`config.mk`:
```
export PLATFORM = sky130hd
export DESIGN_NAME = lshift_sfr_seq
export DESIGN_NICKNAME = d
export VERILOG_FILES = /design/src/rtl/lshift_sfr_seq.sv
export SDC_FILE = /design/constraint.sdc
export NUM_CORES = 1
export LEC_CHECK = 0
export ABC_AREA = 1
export ABC_CLOCK_PERIOD_IN_PS = 1650
export CORE_AREA = 2 2 73 75
export CTS_CLUSTER_SIZE = 20
export DETAILED_ROUTE_END_ITERATION = 6
export DIE_AREA = 0 0 75 77
export PLACE_DENSITY_LB_ADDON = 0.2
export SLEW_MARGIN = 20
export SYNTH_ARGS = -nofsm -noshare
export SYNTH_HDL_FRONTEND = slang
export SYNTH_SLANG_ARGS = --single-unit
```
`constraint.sdc`:
```
create_clock -name clk -period 1.65 [get_ports clk]
set_input_delay 0.33 -clock clk [delete_from_list [all_inputs] [get_ports clk]]
set_output_delay 0.33 -clock clk [all_outputs]
set_load 0.05 [all_outputs]
```
`src/rtl/lshift_sfr_seq.sv`:
```
// lshift_sfr_seq: sequenced left-shift register with serial fill, start/done handshake, carry-out and zero flags
module lshift_sfr_seq #(
  parameter int SIZE = 32,
  parameter int CNTW = 6
) (
  input  logic            clk,
  input  logic            rst,
  input  logic            start,
  input  logic [SIZE-1:0] D,
  input  logic [CNTW-1:0] amt,
  input  logic            en,
  input  logic            sin,
  output logic [SIZE-1:0] Q,
  output logic            cout,
  output logic            busy,
  output logic            done,
  output logic            zero
);
  typedef enum logic [1:0] {IDLE, SHIFT, DONE} state_t;
  state_t          state_q;
  logic [SIZE-1:0] q_q;
  logic [CNTW-1:0] cnt_q;
  logic            cout_q;
  // load on accepted start, shift one bit per enabled cycle, pulse done once the count runs out
  always_ff @(posedge clk) begin
    if (rst) begin
      state_q <= IDLE;
      q_q     <= '0;
      cnt_q   <= '0;
      cout_q  <= 1'b0;
    end else begin
      case (state_q)
        IDLE: if (start) begin
          q_q     <= D;
          cnt_q   <= amt;
          cout_q  <= 1'b0;
          state_q <= (amt != '0) ? SHIFT : DONE;
        end
        SHIFT: if (en) begin
          q_q     <= {q_q[SIZE-2:0], sin};
          cout_q  <= q_q[SIZE-1];
          cnt_q   <= cnt_q - CNTW'(1);
          state_q <= (cnt_q == CNTW'(1)) ? DONE : SHIFT;
        end
        default: state_q <= IDLE;
      endcase
    end
  end
  assign Q    = q_q;
  assign cout = cout_q;
  assign busy = (state_q == SHIFT);
  assign done = (state_q == DONE);
  assign zero = (q_q == '0);
endmodule

```
==> out/metrics.yaml, run 1 <==
status:
  run_status: "finished with violations"
  failing_checks: "negative setup slack"
timing:
  slew_headroom_pct: 68.4
  finalHoldWorstSlack_ns: 0.470
  rsz0062_at_grt: "yes"
  finalSetupViolCount: 1
  maxSlewViolCount: 0
  worst_pin_slew_ns: 0.473
  fin_skew_ns: 0.00702
  min_period_over_period_pct: 107
  max_freq_mhz: 565
  report.final.hold_viol_count: 0
  post-route-worst-setup-slack_ns: -0.120
  final.min_clock_period_ns: 1.77
  final.setup.tns_ns: -0.120
critical_path:
  worst_r2r_path_depth: 5
  setup.worst_path.start_class: "flip-flop"
  regToRegEndpoint: "Q[28]"
  timing.critical_path.arrival_ns: 1.44
  worst-r2r-setup-slack_ns: 0.17
  timing.setup.critical_path_class: "reg2out"
  element_type_at_the_critical_path_end: "primary output"
  timing.critical_path.required_ns: 1.32
  worstPathMaxFanout: 4
  crit-reg2reg-launch: "state_q[0]"
global_routing:
  wire_length_of_the_first_global_routing_pass_um: 9550
  global_route.overflow_total: 0
  groute.layer.met2.usage_pct: 34.1
  number_of_antenna_violations_at_the_first_check_in_global_routing: 0
  globalRouteMet3Util_pct: 5.12
  grtUsageMet1_pct: 26.3
  grt_max_degree: 53
  grt_usage_pct: 21.1
  top_usage_layer: "met2"
  number_of_global_route_vias_before_repair: 2197
synthesis:
  number_of_instances_in_the_synthesized_netlist: 335
  yosys-mux-area-fraction_pct: 0
  synth_fp_nets: 380
  seq_area_frac_synth_pct: 37.5
  synth_fa_ha_area_share_pct: 1.14
  synth_seq_cells: 41
  post_synth_and_or_nand_nor_area_fraction_pct: 34.0
  synth_xor_area_share_pct: 0
  synth-warning-count: 0
  largest_family_of_logic_cells_by_synthesized_area: "simple AND/OR/NAND/NOR gates"
  synth_area_per_cell_um2: 6.54
  synth_compound_gate_area_share_pct: 16.5
  ys_types: 23
  synth.cell_area_um2: 2190
min_path:
  hold_class: "reg2reg"
  hold_worst_path_end: "cout"
  worstHoldStart: "cout"
  hold-path-cell-count: 2
detailed_routing:
  detailedRoute.firstPassIterationCount: 4
  dr.first_iter.drc_count: 155
  drt.antenna.violating_nets: 0
  post-route-drc-count: 0
  detailroute.via_count: 2355
  wl_per_cell_um: 12.0
  drt_wl_total_um: 5870
  via_per_inst: 4.84
place:
  place_congestion: 0.827
  port_buffers: 78
  post-place-cells: 479
  hpwl_um: 4220
floorplan:
  die_width_um: 75
  placementRows: 26
  core_area_um2: 4980
  io-pin-count: 79
  start_util_pct: 44.0
  floorplan.die_area_um2: 5780
  chipHeight_um: 77
power:
  p_int_uw: 2150
  clock_power_share_pct: 23.7
  power_uw: 3540
  p_sw_uw: 1380
  proportion_of_power_drawn_by_flip_flops_and_latches_pct: 35.4
  total_leakage_power_uw: 0.00147
  net_switching_fraction_of_the_power_pct: 39.1
  irDropWorstVdd_v: 0.000515
  cellPowerDensity_nw_per_um2: 1110
  comb_power_share_pct: 40.9
cells_and_area:
  antenna_cells_inserted: 0
  area_growth_syn_to_layout_pct: 45.4
  fillCellCount: 484
  layoutNonFillerInstCount: 487
  layout-drive-gt1-share_pct: 20.6
  fin_nets: 461
clock_tree:
  worst_skew_pair.late_latency_ns: 0.29
  post_cts_hold_buffers: 0
  cts.htree.levels: 2
  num_cts_buffers: 5
  cts-root-to-sink-buffers: 2
  cts.clk_slew.worst_paths_ns: 0.07
  numClockSinks: 41
  clock_tree.root_cell: "sky130_fd_sc_hd__clkbuf_8"
  cts_tree: "done"
  postCtsSetupBuffers: 0
run:
  max-cap-violations: 0
## cell usage after synthesis
cell	count	area, um^2
sky130_fd_sc_hd__nand2_1	85	319
sky130_fd_sc_hd__nor2_1	57	214
sky130_fd_sc_hd__dfxtp_1	41	821
sky130_fd_sc_hd__o21ai_0	35	175
sky130_fd_sc_hd__inv_1	24	90.1
sky130_fd_sc_hd__a21oi_1	20	100
sky130_fd_sc_hd__o21ai_1	17	85.1
sky130_fd_sc_hd__nand3_1	14	70.1
sky130_fd_sc_hd__buf_2	6	30.0
sky130_fd_sc_hd__buf_6	6	67.6
sky130_fd_sc_hd__buf_4	4	30.0
sky130_fd_sc_hd__nand4_1	4	25.0
sky130_fd_sc_hd__nor3_1	4	20.0
sky130_fd_sc_hd__nor4_1	4	25.0
sky130_fd_sc_hd__clkbuf_1	3	11.3
sky130_fd_sc_hd__ha_1	2	25.0
sky130_fd_sc_hd__nand2_2	2	12.5
sky130_fd_sc_hd__nand2_4	2	22.5
sky130_fd_sc_hd__inv_2	1	3.75
sky130_fd_sc_hd__inv_4	1	6.26
sky130_fd_sc_hd__nand3_2	1	10.0
sky130_fd_sc_hd__nor2_2	1	6.26
sky130_fd_sc_hd__nor2_8	1	20.0
## power groups by stage
stage / Clock, uW / Combinational, uW / Sequential (uW)
floorplan: 0 / 604 / 1620
global placement: 0 / 1410 / 1250
detailed placement: 0 / 1430 / 1260
CTS: 855 / 1440 / 1250
global route: 894 / 1570 / 1270
finish: 839 / 1450 / 1250
## registers in the layout, summed over array words and instances (netlist names)
name and flops:
Q 32, cnt_q 6, cout 1, state_q 2
## cell usage in the layout (no fill, tap or decap), types with 7 or more instances in the layout
| cell type | netlist | layout |
|---|---|---|
| sky130_fd_sc_hd__nand3_1 | 14 | 13 |
| sky130_fd_sc_hd__nor2_1 | 57 | 56 |
| sky130_fd_sc_hd__inv_1 | 24 | 14 |
| sky130_fd_sc_hd__buf_12 | 0 | 7 |
| sky130_fd_sc_hd__o21ai_1 | 17 | 17 |
| sky130_fd_sc_hd__nand2_1 | 85 | 85 |
| sky130_fd_sc_hd__o21ai_0 | 35 | 35 |
| sky130_fd_sc_hd__a21oi_1 | 20 | 20 |
| sky130_fd_sc_hd__clkdlybuf4s50_1 | 0 | 42 |
| sky130_fd_sc_hd__inv_2 | 1 | 11 |
| sky130_fd_sc_hd__dfxtp_1 | 41 | 38 |
| sky130_fd_sc_hd__buf_4 | 4 | 44 |
## cell families after synthesis
family,Yosys count
and+or+nand+nor,175
AOI/OAI and AO/OA,72
buffers and inverters,45
DFF,41
adders and majority gates,2
## timing repair
item / in CTS / in global routing
endpoints found under the setup margin: 1 / 3
gates resized for setup: 13 / 5
pin swaps: 0 / 0
## area by class of cell
| type | count | area (um^2) | share of cell area [%] |
|---|---|---|---|
| Multi-Input combinational cell | 249 | 1160 | 36.6 |
| Timing Repair Buffer | 93 | 891 | 28.0 |
| Sequential cell | 41 | 825 | 25.9 |
| Inverter | 26 | 100 | 3.14 |
| Tap cell | 70 | 87.6 | 2.75 |
| Clock buffer | 7 | 86.3 | 2.71 |
| Clock inverter | 1 | 30.0 | 0.943 |
## routing by layer
metal  wire length [um]  share of wire [%]
met5                  0                  0
met4                 87                1.5
met3                331                5.6
met2               2830                 48
met1               2620                 45
## metrics by stage
step | utilization, % | setup slack (ns) | cell area [um^2]
global placement | 61.0 | 0.0201 | 3040
CTS | 63.7 | -0.110 | 3170
floorplan | - | 0.0520 | 2200
detailed placement | 61.0 | -0.0434 | 3040
global route | 64.0 | -0.230 | 3180
finish | 64.0 | -0.120 | 3180
## worst max-delay path, cell delays in order, from the launching register on
cell and delay, ns:
sky130_fd_sc_hd__dfxtp_1 0.35, sky130_fd_sc_hd__nor4_1 0.37, sky130_fd_sc_hd__nand3_2 0.15, sky130_fd_sc_hd__nor2_4 0.14, sky130_fd_sc_hd__buf_12 0.15
## worst max path at each step
stage / slack [ns] / depth (start not counted) / to / start
6_report: -0.12 / 4 / zero / Q[4]
5_1_grt: -0.23 / 4 / zero / Q[4]
4_1_cts: -0.11 / 6 / zero / Q[25]
3_5_place_dp: -0.04 / 8 / Q[4] / start
3_3_place_gp: 0.02 / 8 / Q[2] / start
2_1_floorplan: 0.05 / 5 / zero / Q[25]
(Power assumes the default switching activity.)
==> run 2: changes to the inputs <==
--- a/config.mk
+++ b/config.mk
@@ -7,10 +7,10 @@
 export LEC_CHECK = 0
 export ABC_AREA = 1
 export ABC_CLOCK_PERIOD_IN_PS = 1650
-export CORE_AREA = 2 2 73 75
+export CORE_AREA = 2 2 77 79
 export CTS_CLUSTER_SIZE = 20
 export DETAILED_ROUTE_END_ITERATION = 6
-export DIE_AREA = 0 0 75 77
+export DIE_AREA = 0 0 79 81
 export PLACE_DENSITY_LB_ADDON = 0.2
 export SLEW_MARGIN = 20
 export SYNTH_ARGS = -nofsm -noshare
==> run 2 against run 1 <==
Against the previous run:
- the flow still finishes with violations (negative setup slack)
- combinational power grew 3%
- cell area grew 4.2%
- non-clock buffer count grew 10
- utilization shrank 5.5 points
- sequential share of layout area shrank 0.86 points
- clock skew grew 0.0038 ns
- first-iteration DRC count shrank 40%
==> out/metrics.yaml, run 2 (synthesis gave the netlist of run 1 again) <==
global_routing:
  grt_usage_pct: 18.6  # -2.5 points
  number_of_antenna_violations_at_the_first_check_in_global_routing: 0  # unchanged
  wire_length_of_the_first_global_routing_pass_um: 9540  # about the same
  grt_max_degree: 27  # -49%
  global_route.overflow_total: 0  # unchanged
  number_of_global_route_vias_before_repair: 2140  # -2.6%
run:
  max-cap-violations: 0  # unchanged
clock_tree:
  cts.clk_slew.worst_paths_ns: 0.08  # about the same
  cts.htree.levels: 2  # unchanged
  cts-root-to-sink-buffers: 2  # unchanged
  numClockSinks: 41  # unchanged
  clock_tree.root_cell: "sky130_fd_sc_hd__clkbuf_8"
  num_cts_buffers: 5  # unchanged
  cts_tree: "done"
  worst_skew_pair.late_latency_ns: 0.30  # about the same
  post_cts_hold_buffers: 0  # unchanged
place:
  hpwl_um: 4360  # +3.3%
  place_congestion: 0.839  # +1.5%
  port_buffers: 78  # unchanged
timing:
  min_period_over_period_pct: 106  # -1.6 points
  final.setup.tns_ns: -0.0928  # +0.0271 ns
  report.final.hold_viol_count: 0  # unchanged
  post-route-worst-setup-slack_ns: -0.0928  # +0.0271 ns
  finalHoldWorstSlack_ns: 0.471  # +0.000932 ns
  final.min_clock_period_ns: 1.74  # -0.0271 ns
  max_freq_mhz: 574  # +1.6%
  rsz0062_at_grt: "yes"
  finalSetupViolCount: 1  # unchanged
  maxSlewViolCount: 0  # unchanged
  slew_headroom_pct: 80.6  # +12 points
  fin_skew_ns: 0.0108  # +0.00378 ns
  worst_pin_slew_ns: 0.289  # -0.184 ns
min_path:
  hold_class: "reg2reg"
  hold-path-cell-count: 2  # unchanged
floorplan:
  start_util_pct: 38.6  # -5.4 points
  io-pin-count: 79  # unchanged
  placementRows: 28  # +7.7%
  die_width_um: 79  # +5.3%
  floorplan.die_area_um2: 6400  # +11%
  chipHeight_um: 81  # +5.2%
  core_area_um2: 5680  # +14%
power:
  p_sw_uw: 1400  # +1.2%
  p_int_uw: 2310  # +7.3%
  net_switching_fraction_of_the_power_pct: 37.8  # -1.4 points
  proportion_of_power_drawn_by_flip_flops_and_latches_pct: 33.9  # -1.5 points
  cellPowerDensity_nw_per_um2: 1120  # +0.67%
  clock_power_share_pct: 25.7  # +2.0 points
  total_leakage_power_uw: 0.00154  # +4.5%
  comb_power_share_pct: 40.4  # -0.5 points
  irDropWorstVdd_v: 0.000442  # -14%
status:
  failing_checks: "negative setup slack"
  run_status: "finished with violations"
critical_path:
  element_type_at_the_critical_path_end: "primary output"
  timing.critical_path.required_ns: 1.32  # about the same
  cpLargestDelayFamily: "simple AND/OR/NAND/NOR gates"
  setup.worst_path.start_class: "flip-flop"
  worst_r2r_path_depth: 7  # +2
  crit_chain: "inv_2 > nand3_2 > nor3_2 > nand3_2 > nor2_4 > buf_12"
  cpMostUsedCell: "sky130_fd_sc_hd__nand3_2"
  worstPathMaxFanout: 3  # -1
  critPathSlowestCell: "sky130_fd_sc_hd__dfxtp_2"
  cp.buffers_inverters: 2  # +1
  worstSetupPathDepth: 6  # +2
  timing.critical_path.arrival_ns: 1.41  # -0.03 ns
  cp_slowest_stage_delay_ns: 0.33  # -0.04 ns
  timing.setup.critical_path_class: "reg2out"
detailed_routing:
  dr.first_iter.drc_count: 93  # -40%
  drt.antenna.violating_nets: 0  # unchanged
  detailedRoute.firstPassIterationCount: 4  # unchanged
  wl_per_cell_um: 11.6  # -3.8%
  post-route-drc-count: 0  # unchanged
  via_per_inst: 4.64  # -4.1%
  drt_wl_total_um: 5820  # -0.87%
  detailroute.via_count: 2327  # -1.2%
cells_and_area:
  antenna_cells_inserted: 0  # unchanged
  layout-drive-gt1-share_pct: 25.3  # +4.7 points
  fillCellCount: 565  # +17%
  area_growth_syn_to_layout_pct: 51.5
  layout.cells.most_common: "sky130_fd_sc_hd__nand2_1"
  fin_nets: 471  # +2.2%
  layout_common_cells: "85 x sky130_fd_sc_hd__nand2_1, 56 x sky130_fd_sc_hd__nor2_1, 53 x sky130_fd_sc_hd__buf_4"
  largest_register_ffs: 32  # unchanged
run 2: changes by cell type in the layout (fill, tap and decap cells not counted), sizes merged:
cell,change
buf,+10
clkbuf,-2
clkinv,+1
bufinv,+1
run 2: worst paths after layout:
path	slack, ns	end	startpoint
worst max register to register	0.17	Q[10]	state_q[0]
worst min register to register	0.47	cout	cout
worst max-delay path	-0.09	zero	Q[25]
worst min-delay path	0.47	cout	cout
run 2: power by group through the flow:
stage | sequential, uW | combinational (uW) | clock, uW
finish | 1260 | 1500 | 954
global route | 1280 | 1640 | 1000
CTS | 1250 | 1490 | 970
detailed placement | 1260 | 1450 | 0
global placement | 1260 | 1430 | 0
floorplan | 1620 | 604 | 0
run 2: cell type report:
| class | instances | area (um^2) | area share [%] |
|---|---|---|---|
| repair buffers | 103 | 978 | 29.5 |
| clock buffers | 5 | 68.8 | 2.07 |
| well taps | 75 | 93.8 | 2.83 |
| flip-flops and latches | 41 | 831 | 25.0 |
| multi-input cells | 249 | 1180 | 35.6 |
| inverters | 26 | 100 | 3.02 |
| clock inverters | 3 | 65.1 | 1.96 |
run 2: what timing repair did:
item | in CTS | in global routing
pin swaps | 5 | 3
resized for setup | 18 | 11
endpoints found under the hold margin | 0 | 0
setup endpoints to repair | 1 | 21
setup buffers | 5 | 1
run 2: stage by stage:
stage	instances	total power, uW	instance area, um^2	utilization, %	worst slack (ns)
after global placement	488	2690	3090	54.4	0.0152
after detailed placement	488	2710	3090	54.4	-0.0477
final	502	3710	3320	58.5	-0.0928
after floorplan	335	2220	2200	-	0.0520
after CTS	501	3720	3290	58.0	-0.125
after global routing	502	3920	3320	58.5	-0.164
run 2: layer usage:
layer | track usage, % | part of all wire, % | vias up
met5 | 0 | 0 | -
met4 | 5.17 | 0.89 | 0
met3 | 4.11 | 5.9 | 4
met2 | 31.2 | 45 | 62
met1 | 24.3 | 49 | 999
li1 | - | - | 1262
run 2: worst register-to-register path, cell delays in order (launching register included):
cell and delay (ns):
sky130_fd_sc_hd__dfxtp_2 0.43, sky130_fd_sc_hd__inv_4 0.07, sky130_fd_sc_hd__nor2_8 0.19, sky130_fd_sc_hd__nand2_4 0.08, sky130_fd_sc_hd__nand3_2 0.11, sky130_fd_sc_hd__buf_4 0.27
sky130_fd_sc_hd__o21ai_0 0.12, sky130_fd_sc_hd__a21oi_1 0.13
